$ cat src/rtl/manual_adjust_if.sv
// manual_adjust_if: front-panel keys in, manual carry / set-mode indication out
interface manual_adjust_if;
  logic ModeKey;
  logic IncKey;
  logic Choose;
  logic ib1;
  logic ib2;
  logic ib3;
  logic ib4;
  logic [2:0] SetField;
  modport master (output ModeKey, IncKey, input Choose, ib1, ib2, ib3, ib4, SetField);
  modport slave (input ModeKey, IncKey, output Choose, ib1, ib2, ib3, ib4, SetField);
endinterface

$ cat src/rtl/manual_adjust_ctrl.sv
// manual_adjust_ctrl: debounced Mode/Inc keys driving the RUN/SET mode machine and manual carry pulses
module manual_adjust_ctrl #(
  parameter int DEB_CYC = 20,
  parameter int HOLD_CYC = 500,
  parameter int REP_CYC = 200
) (
  input logic clk,
  input logic rst,
  manual_adjust_if.slave bus
);
  localparam int DW = $clog2(DEB_CYC) + 1;
  localparam int HW = $clog2(HOLD_CYC) + 1;
  localparam int RW = $clog2(REP_CYC) + 1;
  typedef enum logic [2:0] {RUN = 3'd0, SET1 = 3'd1, SET2 = 3'd2, SET3 = 3'd3, SET4 = 3'd4} state_t;
  state_t state_q, state_d;
  logic [1:0] sync1_q, sync2_q, stab_q, stab_d, prev_q, press;
  logic [DW-1:0] deb_cnt_q [2];
  logic [DW-1:0] deb_cnt_d [2];
  logic arm_q, arm_d, rep_q, rep_d;
  logic [HW-1:0] hold_cnt_q, hold_cnt_d;
  logic [RW-1:0] rep_cnt_q, rep_cnt_d;
  logic choose_q, choose_d;
  logic [3:0] ib_q, ib_d;
  logic mode_press, inc_press, inc_lvl, start, keep, hold_fire, rep_fire, fire;
  always_comb begin
    for (int i = 0; i < 2; i++) begin
      deb_cnt_d[i] = (sync2_q[i] == stab_q[i] || deb_cnt_q[i] == DW'(DEB_CYC)) ? '0 : deb_cnt_q[i] + 1'b1;
      stab_d[i] = (sync2_q[i] != stab_q[i] && deb_cnt_q[i] == DW'(DEB_CYC)) ? sync2_q[i] : stab_q[i];
    end
  end
  assign press = stab_q & ~prev_q;
  assign mode_press = press[0];
  assign inc_press = press[1];
  assign inc_lvl = stab_q[1];
  always_comb begin
    state_d = state_q;
    if (mode_press) state_d = (state_q == SET4) ? RUN : state_t'(state_q + 3'd1);
    choose_d = state_d != RUN;
  end
  always_comb begin
    start = inc_press & (state_q != RUN) & ~mode_press;
    keep = arm_q & inc_lvl & ~mode_press;
    hold_fire = keep & ~rep_q & (hold_cnt_q == HW'(HOLD_CYC - 1));
    rep_fire = keep & rep_q & (rep_cnt_q == RW'(REP_CYC - 1));
    fire = start | hold_fire | rep_fire;
    arm_d = start | keep;
    rep_d = keep & (rep_q | hold_fire);
    hold_cnt_d = (keep & ~rep_q & ~hold_fire) ? hold_cnt_q + 1'b1 : '0;
    rep_cnt_d = (keep & rep_q & ~rep_fire) ? rep_cnt_q + 1'b1 : '0;
    ib_d = fire ? {state_q == SET4, state_q == SET3, state_q == SET2, state_q == SET1} : 4'd0;
  end
  always_ff @(posedge clk or posedge rst) begin
    if (rst) begin
      state_q <= RUN;
      sync1_q <= '0;
      sync2_q <= '0;
      stab_q <= '0;
      prev_q <= '0;
      deb_cnt_q[0] <= '0;
      deb_cnt_q[1] <= '0;
      arm_q <= 1'b0;
      rep_q <= 1'b0;
      hold_cnt_q <= '0;
      rep_cnt_q <= '0;
      choose_q <= 1'b0;
      ib_q <= '0;
    end else begin
      state_q <= state_d;
      sync1_q <= {bus.IncKey, bus.ModeKey};
      sync2_q <= sync1_q;
      stab_q <= stab_d;
      prev_q <= stab_q;
      deb_cnt_q <= deb_cnt_d;
      arm_q <= arm_d;
      rep_q <= rep_d;
      hold_cnt_q <= hold_cnt_d;
      rep_cnt_q <= rep_cnt_d;
      choose_q <= choose_d;
      ib_q <= ib_d;
    end
  end
  assign bus.Choose = choose_q;
  assign bus.ib1 = ib_q[0];
  assign bus.ib2 = ib_q[1];
  assign bus.ib3 = ib_q[2];
  assign bus.ib4 = ib_q[3];
  assign bus.SetField = state_q;
endmodule

$ cat src/flat_wrapper.sv
// flat-port wrapper written by rule: the top's interface ports become plain ports
module manual_adjust_ctrl_flat 
#(
  parameter int DEB_CYC = 20,
  parameter int HOLD_CYC = 500,
  parameter int REP_CYC = 200
)
  (clk, rst, bus_ModeKey, bus_IncKey, bus_Choose, bus_ib1, bus_ib2, bus_ib3, bus_ib4, bus_SetField);
  manual_adjust_if bus_i ();
  input logic clk;
  input logic rst;
  input wire logic [$bits(bus_i.ModeKey)-1:0] bus_ModeKey;
  input wire logic [$bits(bus_i.IncKey)-1:0] bus_IncKey;
  output wire logic [$bits(bus_i.Choose)-1:0] bus_Choose;
  output wire logic [$bits(bus_i.ib1)-1:0] bus_ib1;
  output wire logic [$bits(bus_i.ib2)-1:0] bus_ib2;
  output wire logic [$bits(bus_i.ib3)-1:0] bus_ib3;
  output wire logic [$bits(bus_i.ib4)-1:0] bus_ib4;
  output wire logic [$bits(bus_i.SetField)-1:0] bus_SetField;
  assign bus_i.ModeKey = bus_ModeKey;
  assign bus_i.IncKey = bus_IncKey;
  assign bus_Choose = bus_i.Choose;
  assign bus_ib1 = bus_i.ib1;
  assign bus_ib2 = bus_i.ib2;
  assign bus_ib3 = bus_i.ib3;
  assign bus_ib4 = bus_i.ib4;
  assign bus_SetField = bus_i.SetField;
  manual_adjust_ctrl #(.DEB_CYC(DEB_CYC), .HOLD_CYC(HOLD_CYC), .REP_CYC(REP_CYC)) u_core (.clk(clk), .rst(rst), .bus(bus_i));
endmodule
$ cat config.mk
export PLATFORM = sky130hd
export DESIGN_NAME = manual_adjust_ctrl_flat
export DESIGN_NICKNAME = d
export VERILOG_FILES = /design/src/rtl/manual_adjust_if.sv /design/src/rtl/manual_adjust_ctrl.sv /design/src/flat_wrapper.sv
export SDC_FILE = /design/constraint.sdc
export NUM_CORES = 1
export LEC_CHECK = 0
export ABC_AREA = 1
export CORE_MARGIN = 2
export CORE_UTILIZATION = 44
export CTS_CLUSTER_SIZE = 24
export DETAILED_ROUTE_END_ITERATION = 10
export DONT_BUFFER_PORTS = 1
export SLEW_MARGIN = 10
export SYNTH_ARGS = -nofsm -noshare
export SYNTH_HDL_FRONTEND = slang
export SYNTH_SLANG_ARGS = --single-unit
$ cat constraint.sdc
create_clock -name clk -period 1.6 [get_ports clk]
set_input_delay 0.32 -clock clk [delete_from_list [all_inputs] [get_ports clk]]
set_output_delay 0.32 -clock clk [all_outputs]
set_load 0.005 [all_outputs]
==> reports/metrics.yaml, run 1 <==
detailed_routing:
  drt_wl_total_mm: 3.42
  drt_first_iter_violations: 82
  num_vias: 1476
  avgRoutedWirePerCell_um: 10.5
  drtPass1Iterations: 4
  drc: 0
  drtAntennaViolNets: 0
  vias_per_cell: 4.54
sta:
  slew_violations: 0
  fin_crit_sh_pct: 85.3
  fin_crit_ns: 1.37
  hold_viol_final: 0
  fmax_mhz: 733
  worstMarginPinSlew_ns: 0.427
  setup_viol: 0
  skew_ns: 0.00420
  finalSetupTns_ns: 0
  slew-limit-headroom_pct: 71.4
  timing.final.ws_setup_ns: 0.235
  worst_hold_slack_ns: 0.0532
  rsz0062_at_grt: "false"
die:
  fp-row-count: 26
  die_h_um: 75.9
  dieArea_sq_mm: 0.00576
  num_io_pins: 12
  start_util_pct: 45.1
  chipWidth_um: 75.9
  core_area_sq_mm: 0.00504
yosys:
  ys_top_cells_by_area: "dfrtp_1, nor2_1, inv_1, ha_1, nand2_1"
  syn_inst: 245
  yosysSeqAreaShare_pct: 53.9
  synth-simple-area-share_pct: 25.8
  synth_area_sq_mm: 0.00228
  muxShareOfSynthArea_pct: 0
  yosysTopAreaCell: "dfrtp_1"
  yosys.area_share.xor_xnor_pct: 3.08
  synth_compound_area_share_pct: 5.06
  synth.net_count: 260
  synth_top_area_share_pct: 53.9
  synth_warnings: 0
  synth_top_family_by_area: "simple AND/OR/NAND/NOR gates"
  yosysUniqueCellTypes: 24
  synth_fa_ha_area_share_pct: 6.05
  ys_seq_elements: 49
  postSynthAreaPerCell_sq_um: 9.29
global_route:
  grt_usage_pct: 13.5
  grt_overflow: 0
  antenna_found_initial: 0
  grt_pass1_wl_mm: 6.35
  grt_max_degree: 21
  grt_pass1_vias: 1484
power_and_ir_drop:
  sequentialPowerShare_pct: 58.8
  p_int_mw: 1.73
  p_clk_share_pct: 38.1
  vdd_drop_max_v: 0.000587
  totalPowerFinal_mw: 2.16
  powerDensity_mw_per_mm2: 861
  p_comb_share_pct: 3.1
  p_leak_nw: 1.21
  switchingPower_mw: 0.425
  switching_share_pct: 19.7
worst_setup_path:
  endpoint: "u_core.ib_q[0]"
  end_kind: "register"
  r2r_cells: 9
  required_ns: 1.79
  reg2reg_from: "u_core.rep_cnt_q[0]"
  crit_type: "reg -> reg"
  cp-start-kind: "register"
  cp_max_fo: 4
  r2r_slack_ns: 0.23
  cp-startpoint: "u_core.rep_cnt_q[0]"
  cp.arrival_ns: 1.56
  worstReg2RegEnd: "u_core.ib_q[0]"
flow_run:
  drv_cap: 0
placed_design:
  dp_hpwl_mm: 2.61
  placed_cells: 317
  place_ws_ns: 0.221
  port_buffers: 0
  place_area_sq_mm: 0.00239
  place_congestion: 0.754
final_layout:
  drive_gt1_share_pct: 10.6
  antennaDiodeCount: 0
  fin_nets: 270
  final_cell_count_no_fill: 325
  stdcell_area_sq_mm: 0.00250
  fin_util_pct: 49.7
  area_growth_pct: 10.1
clock_tree:
  cts_buffers: 5
  clock_path_buffers: 2
  cts_tree: "done"
  insertion_delay_ns: 0.29
  htreeDepth: 2
  clk_pin_slew_ns: 0.08
  cts_root_buffer: "clkbuf_8"
  clock-sinks: 49
min_path:
  holdCritStartpoint: "bus_IncKey"
  hp-class: "in -> reg"
outcome:
  status: "finished clean"
synthesized netlist by cell type (all sizes together):
library cell,n
nor2,49
nor3,9
nor3b,6
xor2,5
nand2,41
inv,37
and3,2
nand3,14
dfrtp,49
o211ai,1
ha,11
a21oi,12
o21ai,5
xnor2,3
o21bai,1
power groups by stage:
stage                     Sequential [mW]  Combinational [mW]  Clock (mW)
after global placement               1.29              0.0673           0
after CTS                            1.27              0.0704       0.862
after global routing                 1.27              0.0830       0.915
after floorplan                      1.29              0.0475           0
after detailed placement             1.29              0.0681           0
final                                1.27              0.0672       0.821
routing by layer:
metal	share of wire [%]	track usage (%)
met1	49	17.7
met4	1.3	4.91
met3	2.1	3.21
met2	47	22.1
met5	0	0
critical path: stages, from the launching register on:
cell and delay, ns:
dfrtp_1 0.40, ha_1 0.22, nand2_2 0.10, inv_1 0.07
nand2_1 0.13, nor2_1 0.06, nand2_1 0.07, nand3_2 0.11
nand2_1 0.08, inv_1 0.04
area by class of cell:
type                            count  area (sq um)
Fill cell                         473          2540
Sequential cell                    49          1230
Multi-Input combinational cell    159           911
Inverter                           37           139
Tap cell                           70          87.6
Clock buffer                        5          68.8
Timing Repair Buffer                3          37.5
Clock inverter                      2          35.0
cell usage in the layout, fill, tap and decap left out, drive strengths merged:
cell type / Yosys / routed
o21bai: 1 / 1
bufinv: 0 / 1
nor2: 49 / 49
nand3: 14 / 14
buf: 0 / 2
xnor2: 3 / 3
xor2: 5 / 5
and3: 2 / 2
nand2: 41 / 41
clkbuf: 0 / 5
inv: 37 / 37
nor3: 9 / 9
o21ai: 5 / 5
dfrtp: 49 / 49
dlygate4sd3: 0 / 1
a21oi: 12 / 12
o211ai: 1 / 1
nor3b: 6 / 6
ha: 11 / 11
clkinv: 0 / 1
worst min-delay path by stage:
stage / end / slack, ns / depth (start not counted)
after floorplan: u_core.sync2_q[0] / 0.33 / 0
after global placement: u_core.sync1_q[1] / 0.18 / 1
after detailed placement: u_core.sync1_q[1] / 0.18 / 1
after CTS: u_core.sync1_q[1] / 0.04 / 0
after global routing: u_core.sync1_q[0] / 0.03 / 0
final: u_core.sync1_q[1] / 0.05 / 0
logic make-up (layout without fill, tap and decap cells):
family / after synthesis / count (layout)
adder cells (fa/ha/maj): 11 / 11
buffers and inverters: 37 / 47
flip-flops: 49 / 49
XOR/XNOR: 8 / 8
AO/OA/AOI/OAI: 19 / 19
AND/OR/NAND/NOR: 121 / 121
timing repair:
item | in CTS | in global routing
setup buffers | 0 | 0
hold buffers | 1 | 0
endpoints found under the hold margin | 13 | 0
gates resized for setup | 0 | 0
registers in the layout, indices dropped and copies added (netlist names):
name                 flops
u_core.stab_q            2
u_core.sync2_q           2
u_core.rep_q             1
u_core.rep_cnt_q         9
u_core.ib_q              4
u_core.sync1_q           2
u_core.arm_q             1
u_core.prev_q            2
u_core.bus.SetField      3
u_core.hold_cnt_q       10
u_core.bus.Choose        1
u_core.deb_cnt_q        12
(Power assumes the default switching activity.)
==> run 2: changes to the inputs <==
==> constraint.sdc (replaced) <==
create_clock -name clk -period 1.4 [get_ports clk]
set_input_delay 0.28 -clock clk [delete_from_list [all_inputs] [get_ports clk]]
set_output_delay 0.28 -clock clk [all_outputs]
set_load 0.005 [all_outputs]
==> run 2 against run 1 <==
Against the previous run: worst hold slack improved by 0.30 ns; total power increased by 12%; first-iteration DRC count decreased by 11%; global-route usage decreased by 0.15 points; clock power increased by 6.7%; die area unchanged; cell count increased by 2.5%; critical path depth decreased by 4; flip-flop and latch count unchanged; routed wire length increased by 1.8%; combinational power increased by 32%; non-clock buffer count increased by 7; critical path type unchanged.
==> reports/metrics.yaml, run 2 (synthesis results as in run 1) <==
final_layout:
  layout_commonest_cell: "dfrtp_1"
  drive_gt1_share_pct: 14.4
  stdcell_area_sq_mm: 0.00258
  area_growth_pct: 13.2
  largest_reg_flops: 12
  antennaDiodeCount: 0
  mostFrequentLayoutCells: "dfrtp_1, nor2_1, inv_1, nand2_1, a21oi_1"
  fin_nets: 277
  reg_top3: "u_core.deb_cnt_q (12), u_core.hold_cnt_q (10), u_core.rep_cnt_q (9)"
  top_register: "u_core.deb_cnt_q"
detailed_routing:
  met1Wirelength_mm: 1.67
  vias_per_cell: 4.57
  avgRoutedWirePerCell_um: 10.5
  dr_wl_met3_um: 77
  drtAntennaViolNets: 0
  drt_wl_total_mm: 3.48
  drt_first_iter_violations: 73
  drtPass1Iterations: 4
  wl_met2_mm: 1.68
  drc: 0
  highest_layer: "met4"
  num_vias: 1521
clock_tree:
  cts_buffers: 5
  htreeDepth: 2
  insertion_delay_ns: 0.29
  clk_pin_slew_ns: 0.08
  clock-sinks: 49
  clock_path_buffers: 2
  cts_tree: "done"
  cts_root_buffer: "clkbuf_8"
outcome:
  status: "finished clean"
sta:
  fin_crit_sh_pct: 97.6
  fin_crit_ns: 1.37
  worstMarginPinSlew_ns: 0.425
  slew-limit-headroom_pct: 71.6
  hold_viol_final: 0
  rsz0062_at_grt: "true"
  worst_hold_slack_ns: 0.356
  skew_ns: 0.00506
  slew_violations: 0
  setup_viol: 0
  fmax_mhz: 732
global_route:
  antenna_found_initial: 0
  grt_pass1_wl_mm: 6.26
  grt_max_degree: 33
  grt_overflow: 0
  grt_usage_pct: 13.4
  grt_pass1_vias: 1491
worst_setup_path:
  cp-start-kind: "register"
  cp_common_cell: "ha_1"
  end_kind: "register"
  crit_cells: 5
  crit_type: "reg -> reg"
  cp_slowest_cell: "dfrtp_1"
  required_ns: 1.58
  cp_num_buf_inv: 0
  path_cells: "ha_1 > ha_1 > nor3_1 > a21oi_1 > nand2_1"
  cp_slowest_stage_delay_ns: 0.45
  path_delay_family: "adder cells"
  cp_max_fo: 4
  cp.arrival_ns: 1.54
  r2r_cells: 5
die:
  num_io_pins: 12
  core_area_sq_mm: 0.00504
  die_h_um: 75.9
  chipWidth_um: 75.9
  dieArea_sq_mm: 0.00576
  fp-row-count: 26
  start_util_pct: 45.1
placed_design:
  dp_hpwl_mm: 2.55
  place_congestion: 0.747
  place_area_sq_mm: 0.00242
  port_buffers: 0
min_path:
  hp-class: "reg -> reg"
  hold_depth: 0
flow_run:
  drv_cap: 0
power_and_ir_drop:
  vdd_drop_max_v: 0.000756
  p_leak_nw: 1.24
  powerDensity_mw_per_mm2: 935
[run 2: layer usage]
metal	GRT usage, %	up-vias
met2	22.8	12
li1	-	796
met5	0	-
met4	5.45	0
met1	16.5	708
met3	3.21	5
[run 2: repair_timing]
| item | in CTS | in global routing |
|---|---|---|
| endpoints found under the setup margin | 0 | 25 |
| buffers inserted | 0 | 2 |
| hold endpoints to repair | 19 | 0 |
| hold buffers | 3 | 0 |
| resized for setup | 0 | 5 |
[run 2: worst paths after layout]
path | from | endpoint | slack (ns)
worst max-delay path | u_core.bus.SetField[1] | u_core.bus.Choose | 0.03
worst min-delay path | u_core.sync1_q[1] | u_core.sync2_q[1] | 0.36
worst max register to register | u_core.bus.SetField[1] | u_core.bus.Choose | 0.03
worst min register to register | u_core.sync1_q[1] | u_core.sync2_q[1] | 0.36
max in group asynchronous | rst | u_core.hold_cnt_q[8] | 0.45
min in group asynchronous | rst | u_core.deb_cnt_q[1] | 0.46
[run 2: report_power, final]
group / switching [mW] / internal (mW) / total (mW)
Sequential: 0.0122 / 1.43 / 1.45
Combinational: 0.0554 / 0.0331 / 0.0884
Clock: 0.430 / 0.447 / 0.876
Total: 0.497 / 1.91 / 2.41
[run 2: area by class of cell]
class,count,area [sq um]
fillers,477,2460
inverters,37,143
flip-flops and latches,49,1230
multi-input cells,159,925
clock buffers,7,96.3
well taps,70,87.6
repair buffers,10,95.1
clock inverters,1,5.00
[run 2: stage by stage]
step	setup TNS [ns]	setup slack, ns	utilization, %	power, mW	std cells
floorplan	0	0.133	-	1.53	245
global placement	0	0.0857	47.9	1.56	320
detailed placement	0	0.0488	47.9	1.56	320
CTS	0	0.0373	50.5	2.45	331
global route	-0.0608	-0.0168	51.1	2.53	333
finish	0	0.0340	51.1	2.41	333
==> run 3: changes to the inputs <==
--- a/config.mk
+++ b/config.mk
@@ -7,7 +7,7 @@
 export LEC_CHECK = 0
 export ABC_AREA = 1
 export CORE_MARGIN = 2
-export CORE_UTILIZATION = 44
+export CORE_UTILIZATION = 40
 export CTS_CLUSTER_SIZE = 24
 export DETAILED_ROUTE_END_ITERATION = 10
 export DONT_BUFFER_PORTS = 1
==> run 3 against run 2 <==
Against the previous run: count of clock-buffer cells in the layout decreased by 2; global-route usage shrank 0.84 points; worst hold slack improved by 0.0035 ns; combinational power down 3.8%; clock skew rose by 0.0040 ns; register-to-register slack better by 0.02 ns; total power down 1.6%; via count rose by 1.1%; non-clock buffer count shrank 3; critical path type unchanged.
==> reports/metrics.yaml, run 3 (synthesis results as in run 1) <==
sta:
  fin_crit_sh_pct: 96.3
  rsz0062_at_grt: "true"
  setup_viol: 0
  fin_crit_ns: 1.35
  timing.final.ws_setup_ns: 0.0515
  slew-limit-headroom_pct: 81.2
  skew_ns: 0.00907
  slew_violations: 0
  fmax_mhz: 742
  worstMarginPinSlew_ns: 0.281
  hold_viol_final: 0
  finalSetupTns_ns: 0
detailed_routing:
  drc: 0
  met1Wirelength_mm: 1.67
  wl_met2_mm: 1.64
  vias_per_cell: 4.63
  dr_wl_met3_um: 70
  highest_layer: "met4"
  drtPass1Iterations: 4
  drtAntennaViolNets: 0
  drt_first_iter_violations: 87
  num_vias: 1537
  avgRoutedWirePerCell_um: 10.3
  drt_wl_total_mm: 3.42
global_route:
  grt_pass1_vias: 1480
  antenna_found_initial: 0
  grt_overflow: 0
  grt_max_degree: 50
  grt_usage_pct: 12.6
  grt_pass1_wl_mm: 6.32
final_layout:
  area_growth_pct: 12.9
  fin_nets: 274
  reg_top3: "u_core.deb_cnt_q (12), u_core.hold_cnt_q (10), u_core.rep_cnt_q (9)"
  mostFrequentLayoutCells: "dfrtp_1, nor2_1, inv_1, nand2_1, a21oi_1"
  layout_commonest_cell: "dfrtp_1"
  top_register: "u_core.deb_cnt_q"
  antennaDiodeCount: 0
  drive_gt1_share_pct: 15.0
  largest_reg_flops: 12
die:
  start_util_pct: 41.3
  num_io_pins: 12
  fp-row-count: 27
  chipWidth_um: 79.4
  core_area_sq_mm: 0.00551
  die_h_um: 79.4
  dieArea_sq_mm: 0.00631
worst_setup_path:
  required_ns: 1.57
  cp_max_fo: 9
  crit_type: "reg -> reg"
  end_kind: "register"
  cp.arrival_ns: 1.52
  cp-start-kind: "register"
placed_design:
  place_ws_ns: 0.0167
  port_buffers: 0
  dp_hpwl_mm: 2.46
  place_congestion: 0.727
clock_tree:
  htreeDepth: 2
  cts_root_buffer: "clkbuf_8"
  cts_tree: "done"
  insertion_delay_ns: 0.30
  cts_buffers: 5
  clock_path_buffers: 2
  clk_pin_slew_ns: 0.10
  clock-sinks: 49
power_and_ir_drop:
  powerDensity_mw_per_mm2: 923
  vdd_drop_max_v: 0.000556
  p_leak_nw: 1.22
min_path:
  hp-class: "reg -> reg"
flow_run:
  drv_cap: 0
outcome:
  status: "finished clean"
-- run 3: cell types whose count changed in the layout (fill, tap and decap cells not counted), moves of 2 or more --
cell,before,now
dfrtp_1,49,47
dfrtp_2,0,2
clkbuf_8,7,5
clkinv_4,0,2
buf_4,6,3
-- run 3: cell type report --
class	count	area, sq um
Clock buffer	5	68.8
Multi-Input combinational cell	159	940
Clock inverter	3	26.3
Sequential cell	49	1230
Fill cell	517	2940
Tap cell	72	90.1
Inverter	37	143
Timing Repair Buffer	7	72.6
-- run 3: path summary, 6_finish.rpt --
| path | from | end | slack, ns | depth (start not counted) |
|---|---|---|---|---|
| min in group asynchronous | rst | u_core.sync1_q[1] | 0.51 | 3 |
| worst max-delay path | u_core.rep_cnt_q[0] | u_core.rep_cnt_q[2] | 0.05 | 6 |
| max in group asynchronous | rst | u_core.bus.SetField[1] | 0.66 | 3 |
| worst max register to register | u_core.rep_cnt_q[0] | u_core.rep_cnt_q[2] | 0.05 | 6 |
| worst min-delay path | u_core.sync1_q[1] | u_core.sync2_q[1] | 0.36 | 0 |
| worst min register to register | u_core.sync1_q[1] | u_core.sync2_q[1] | 0.36 | 0 |
-- run 3: critical path: stages (launching register included) --
cell,delay (ns)
dfrtp_1,0.41
ha_4,0.17
nand2_4,0.06
inv_1,0.11
nand2_2,0.08
o21ai_4,0.28
nor3_1,0.10
-- run 3: what timing repair did --
item,CTS,global route
setup endpoints to repair,0,23
resized for setup,0,11
buffers inserted,0,1
endpoints found under the hold margin,51,0
hold buffers,3,0
-- run 3: through the flow --
stage                     utilization [%]  std cells  area (sq um)  total power [mW]  hold slack, ns
after floorplan                         -        245          2280              1.53           0.311
after global placement               43.7        320          2400              1.55           0.234
after detailed placement             43.7        320          2400              1.55           0.236
after CTS                            45.9        331          2530              2.41           0.358
after global routing                 46.6        332          2570              2.50           0.373
final                                46.6        332          2570              2.37           0.359
-- run 3: layer usage --
| metal | up-vias | global-route usage [%] |
|---|---|---|
| met5 | - | 0 |
| met4 | 0 | 4.66 |
| met3 | 5 | 2.71 |
| met2 | 14 | 20.3 |
| met1 | 722 | 16.6 |
| li1 | 796 | - |
-- run 3: power breakdown --
group	total (mW)	switching, mW	internal, mW
registers	1.45	0.0134	1.43
clock network	0.839	0.475	0.364
logic	0.0850	0.0537	0.0313
==> variant 1 (settings of run 3) <==
Take the reset off `ib_q` and load it in a clocked block of its own.
--- a/src/rtl/manual_adjust_ctrl.sv
+++ b/src/rtl/manual_adjust_ctrl.sv
@@ -64,5 +64,4 @@
       rep_cnt_q <= '0;
       choose_q <= 1'b0;
-      ib_q <= '0;
     end else begin
       state_q <= state_d;
@@ -77,6 +76,9 @@
       rep_cnt_q <= rep_cnt_d;
       choose_q <= choose_d;
-      ib_q <= ib_d;
     end
+  end
+
+  always_ff @(posedge clk) begin
+    ib_q <= ib_d;
   end
   assign bus.Choose = choose_q;
Check against the original RTL: same outputs for any inputs over 10 cycles, from zero or initial values and one cycle with rst high; that may be too few to reach the edited logic, so the function may still have changed.
==> variant 1 against run 3 <==
  * Power fell by 0.37%
  * Routed wire length rose by 6.8%
  * Final area rose by 0.68%
  * Synthesized area fell by 0.99%
  * Maximum frequency rose by 0.93%
  * Clock power fell by 1%
  * Sequential cell count did not move
  * Worst setup slack improved by 0.012 ns
  * Die area fell by 0.94%
  * Largest power group unchanged
==> variant 1: results (changes against run 3) <==
| Metric | Value |
|---|---|
| Multiplexer area fraction after synthesis | `0 (unchanged)` |
| CP max stage cell | `dfrtp_2` |
| Nets | `287 (+4.7%)` |
| 1st-pass router iterations | `4 (unchanged)` |
| Crit-path max FO | `4 (-5)` |
| Largest net degree at the start of global routing | `46 (-8.0%)` |
| Clock transition at path regs | `0.08 ns (-0.02 ns)` |
| H-Tree Depth | `2 (unchanged)` |
| CTS Root Cell | `clkbuf_8` |
| Max-cap violations | `0 (unchanged)` |
| # diodes | `0 (unchanged)` |
| DP Cell Count | `332 (+3.8%)` |
| Met2 usage | `0.207 (+0.00426)` |
| Largest regs | `u_core.deb_cnt_q: 12 flops, u_core.hold_cnt_q: 10 flops, u_core.rep_cnt_q: 9 flops` |
| Peak supply drop | `702 uV (+26%)` |
| GR met3 Demand/Resource | `0.0409 (+0.0138)` |
| Drt via density | `4.46 (-3.6%)` |
| Global-route usage over all layers | `0.127 (+0.00183)` |
| Gp weighted congestion | `0.740 (+1.8%)` |
| Yosys Warn Count | `0 (unchanged)` |
| Setup violations, final | `0 (unchanged)` |
| WP data arrival | `1.51 ns` |
| 1st-iter DRT viols | `61 (-30%)` |
| Post-Synth Adder-Cell Area | `0.0611 (+0.000604)` |
| Port bufs | `0 (unchanged)` |
| GRT met1 Usage | `0.161 (-0.00518)` |
| Worst Skew | `0.0126 ns (+0.00349 ns)` |
| Status | `complete, no violations` |
| Post-synthesis cell type count | `27 (+13%)` |
| Slowest stage delay, CP | `0.44 ns (+0.03 ns)` |
| LEAKAGE | `1.20 nW (-1.9%)` |
| Xor and xnor area share after synthesis | `0.0428 (+0.0120)` |
| Min-delay worst type | `register to register` |
| Clk_lat worst skew | `0.30 ns (about the same)` |
| Initial antenna violation count | `0 (unchanged)` |
| Filler cells | `550 (+6.4%)` |
| DR WL/cell | `10.6 um (+2.8%)` |
| Vias in the first global route | `1522 (+2.8%)` |
| Sequential-to-total area share from yosys stat | `0.535 (-0.00350)` |
| CTS buffer count | `5 (unchanged)` |
| Synth Area in Compound Gates | `0.0294 (-0.0211)` |
| Slew headroom | `0.781 (-0.0305)` |
| Hold Path Stages | `0 (unchanged)` |
| FFs w/ async S/R, synth | `0.918 (-0.0816)` |
| Fraction of layout cells with a size suffix above 1 | `0.128 (-0.0218)` |
| Synth area leaders | `dfrtp_1, nor2_1, nand2_1` |
| Syn Area/Cell | `8.94 um2 (-3.7%)` |
| Syn_nets | `267 (+2.7%)` |
| First-pass GRT wire length | `6350 um (+0.44%)` |
| CTS Buffer Depth | `2 (unchanged)` |
| CP top delay family | `adder cells` |
| Synth top cells by count | `nor2_1, dfrtp_1, nand2_1` |
| Worst R2R Path Depth | `5 (-1)` |
| DP Wirelength | `2520 um (+2.6%)` |
| Routed wire length | `3660 um (+6.8%)` |
## variant 1: cell types whose count changed after synthesis, moves of 2 or more
cell      delta
dfrtp_1      -4
nand3b_1     +2
nor3b_2      -2
nand2_1      +6
xor2_1       +2
nor2_1       +6
nor2_4       -2
dfxtp_1      +4
nand2_2      -2
a21oi_1      -6
## variant 1: per-stage QoR
step / hold WS, ns / cell area, um2 / worst slack (ns) / power, mW
floorplan: 0.311 / 2250 / 0.0606 / 1.52
CTS: 0.00587 / 2530 / 0.0517 / 2.40
global route: 0.360 / 2590 / -0.0103 / 2.49
detailed placement: 0.231 / 2420 / 0.0513 / 1.55
global placement: 0.231 / 2420 / 0.0846 / 1.55
finish: 0.354 / 2590 / 0.0639 / 2.36
## variant 1: worst paths after layout
check                                        from                      to  slack [ns]
setup / recovery           u_core.bus.SetField[1]       u_core.bus.Choose        0.06
hold / removal                  u_core.sync1_q[1]       u_core.sync2_q[1]        0.35
setup reg to reg           u_core.bus.SetField[1]       u_core.bus.Choose        0.06
hold reg to reg                 u_core.sync1_q[1]       u_core.sync2_q[1]        0.35
max in group asynchronous                     rst  u_core.bus.SetField[1]        0.69
min in group asynchronous                     rst     u_core.rep_cnt_q[0]        0.48
## variant 1: cell type report
cell class,instances,area [um2],share of cell area
Sequential cell,49,1210,0.467
Clock buffer,8,90.1,0.0348
Inverter,39,148,0.0571
Timing Repair Buffer,13,118,0.0455
Tap cell,72,90.1,0.0348
Multi-Input combinational cell,164,933,0.361
## variant 1: repair_timing
action / CTS / global route
endpoints found under the hold margin: 46 / 1
endpoints found under the setup margin: 0 / 12
hold buffers: 2 / 1
setup buffers: 0 / 2
gates resized for setup: 0 / 10
## variant 1: cells by family after synthesis
group | Yosys count
DFF | 49
adders and majority gates | 11
AOI/OAI and AO/OA | 12
buffers and inverters | 39
and+or+nand+nor | 130
xor gates and xnor gates | 11
## variant 1: power breakdown
group	total (mW)	internal (mW)	switching [mW]
clock	0.830	0.403	0.427
combinational	0.0879	0.0337	0.0542
sequential	1.44	1.43	0.0129
total	2.36	1.87	0.494
## variant 1: routing by layer
layer / share of wire / up-vias / wire (um)
met3: 0.037 / 5 / 134
met2: 0.47 / 14 / 1730
met5: 0 / - / 0
met4: 0.011 / 0 / 41
met1: 0.48 / 704 / 1750
li1: - / 817 / -
==> variant 2 (flow settings as in run 3) <==
Without the edit above. `DEB_CYC` is set to 20 in 2 places; all go to 40.
--- a/src/rtl/manual_adjust_ctrl.sv
+++ b/src/rtl/manual_adjust_ctrl.sv
@@ -1,5 +1,5 @@
 // manual_adjust_ctrl: debounced Mode/Inc keys driving the RUN/SET mode machine and manual carry pulses
 module manual_adjust_ctrl #(
-  parameter int DEB_CYC = 20,
+  parameter int DEB_CYC = 40,
   parameter int HOLD_CYC = 500,
   parameter int REP_CYC = 200
--- a/src/flat_wrapper.sv
+++ b/src/flat_wrapper.sv
@@ -2,5 +2,5 @@
 module manual_adjust_ctrl_flat 
 #(
-  parameter int DEB_CYC = 20,
+  parameter int DEB_CYC = 40,
   parameter int HOLD_CYC = 500,
   parameter int REP_CYC = 200
Formal check against the unedited RTL: no difference found for any inputs over 10 cycles, from zero or initial values and one cycle with rst high; that may be too few to reach the edited logic, so the function may still have changed.
==> variant 2 against run 3 <==
  * Die area is 5.2% higher
  * Sequential cell count is 2 higher
  * Worst setup slack better by 0.049 ns
  * Routed wire length is 9.6% higher
  * Final area is 6.0% higher
  * Power is 9.0% higher
  * Synthesized area is 5.4% higher
==> variant 2: results (changes against run 3) <==
| Metric | Value |
|---|---|
| Status | `complete, no violations` |
| Filler cells | `562 (+8.7%)` |
| Clock buffers | `6 (+1)` |
| Tap Cells | `75 (+4.2%)` |
| Met3 WL post-DR | `112 um (+60%)` |
| Syn_nets | `271 (+4.2%)` |
| WP data arrival | `1.48 ns (-0.04 ns)` |
| 1st-iter DRT viols | `67 (-23%)` |
| DP Cell Count | `338 (+5.6%)` |
| Largest regs | `u_core.deb_cnt_q: 14 flops, u_core.hold_cnt_q: 10 flops, u_core.rep_cnt_q: 9 flops` |
| Multi-input gate area | `996 um2 (+6.0%)` |
| Drt via density | `4.65 (+0.39%)` |
| NetSw | `0.538 mW (-0.78%)` |
| Post-Synth Adder-Cell Area | `0.0574 (-0.00312)` |
| Data buffer area share | `0.0377 (+0.00943)` |
| Non-clk bufs | `11 (+4)` |
| Sequential share of cell area | `0.469 (-0.00911)` |
| Global-route usage over all layers | `0.137 (+0.0113)` |
| Peak supply drop | `550 uV (-1.1%)` |
| DP Wirelength | `2620 um (+6.5%)` |
| Reg power frac | `0.583 (-0.027)` |
| Synth Area in Compound Gates | `0.0464 (-0.00417)` |
| Sequential-to-total area share from yosys stat | `0.532 (-0.00695)` |
| First-pass GRT wire length | `7070 um (+12%)` |
| Sw frac | `0.208 (-0.0206)` |
| Area Overhead vs Synth | `13.5%` |
| Multi-input gate count | `166 (+4.4%)` |
| GRT met1 Usage | `0.171 (+0.00462)` |
| Synth area leaders | `dfrtp_1, nor2_1, inv_1` |
| Syn Inst Count | `256 (+4.5%)` |
| Vias in the first global route | `1651 (+12%)` |
| Xor and xnor area share after synthesis | `0.0292 (-0.00159)` |
| Clock share of power | `0.384 (+0.030)` |
| Met2 usage | `0.225 (+0.0229)` |
| Largest net degree at the start of global routing | `52 (+4.0%)` |
| Worst Skew | `0.00779 ns (-0.00128 ns)` |
variant 2: worst paths after layout:
| check | slack, ns | cells past startpoint | endpoint | from |
|---|---|---|---|---|
| max | 0.10 | 6 | u_core.hold_cnt_q[5] | u_core.hold_cnt_q[1] |
| min | 0.36 | 0 | u_core.sync2_q[0] | u_core.sync1_q[0] |
| max reg2reg | 0.10 | 6 | u_core.hold_cnt_q[5] | u_core.hold_cnt_q[1] |
| min reg2reg | 0.36 | 0 | u_core.sync2_q[0] | u_core.sync1_q[0] |
| max in group asynchronous | 0.64 | 3 | u_core.bus.SetField[1] | rst |
| min in group asynchronous | 0.52 | 3 | u_core.sync1_q[0] | rst |
variant 2: critical path, stage by stage, from the launching register on:
cell and delay, ns:
dfrtp_1 0.39, ha_2 0.22, nand2_1 0.08, inv_1 0.06, nand4_1 0.17, nand2_4 0.20, nor2_1 0.07
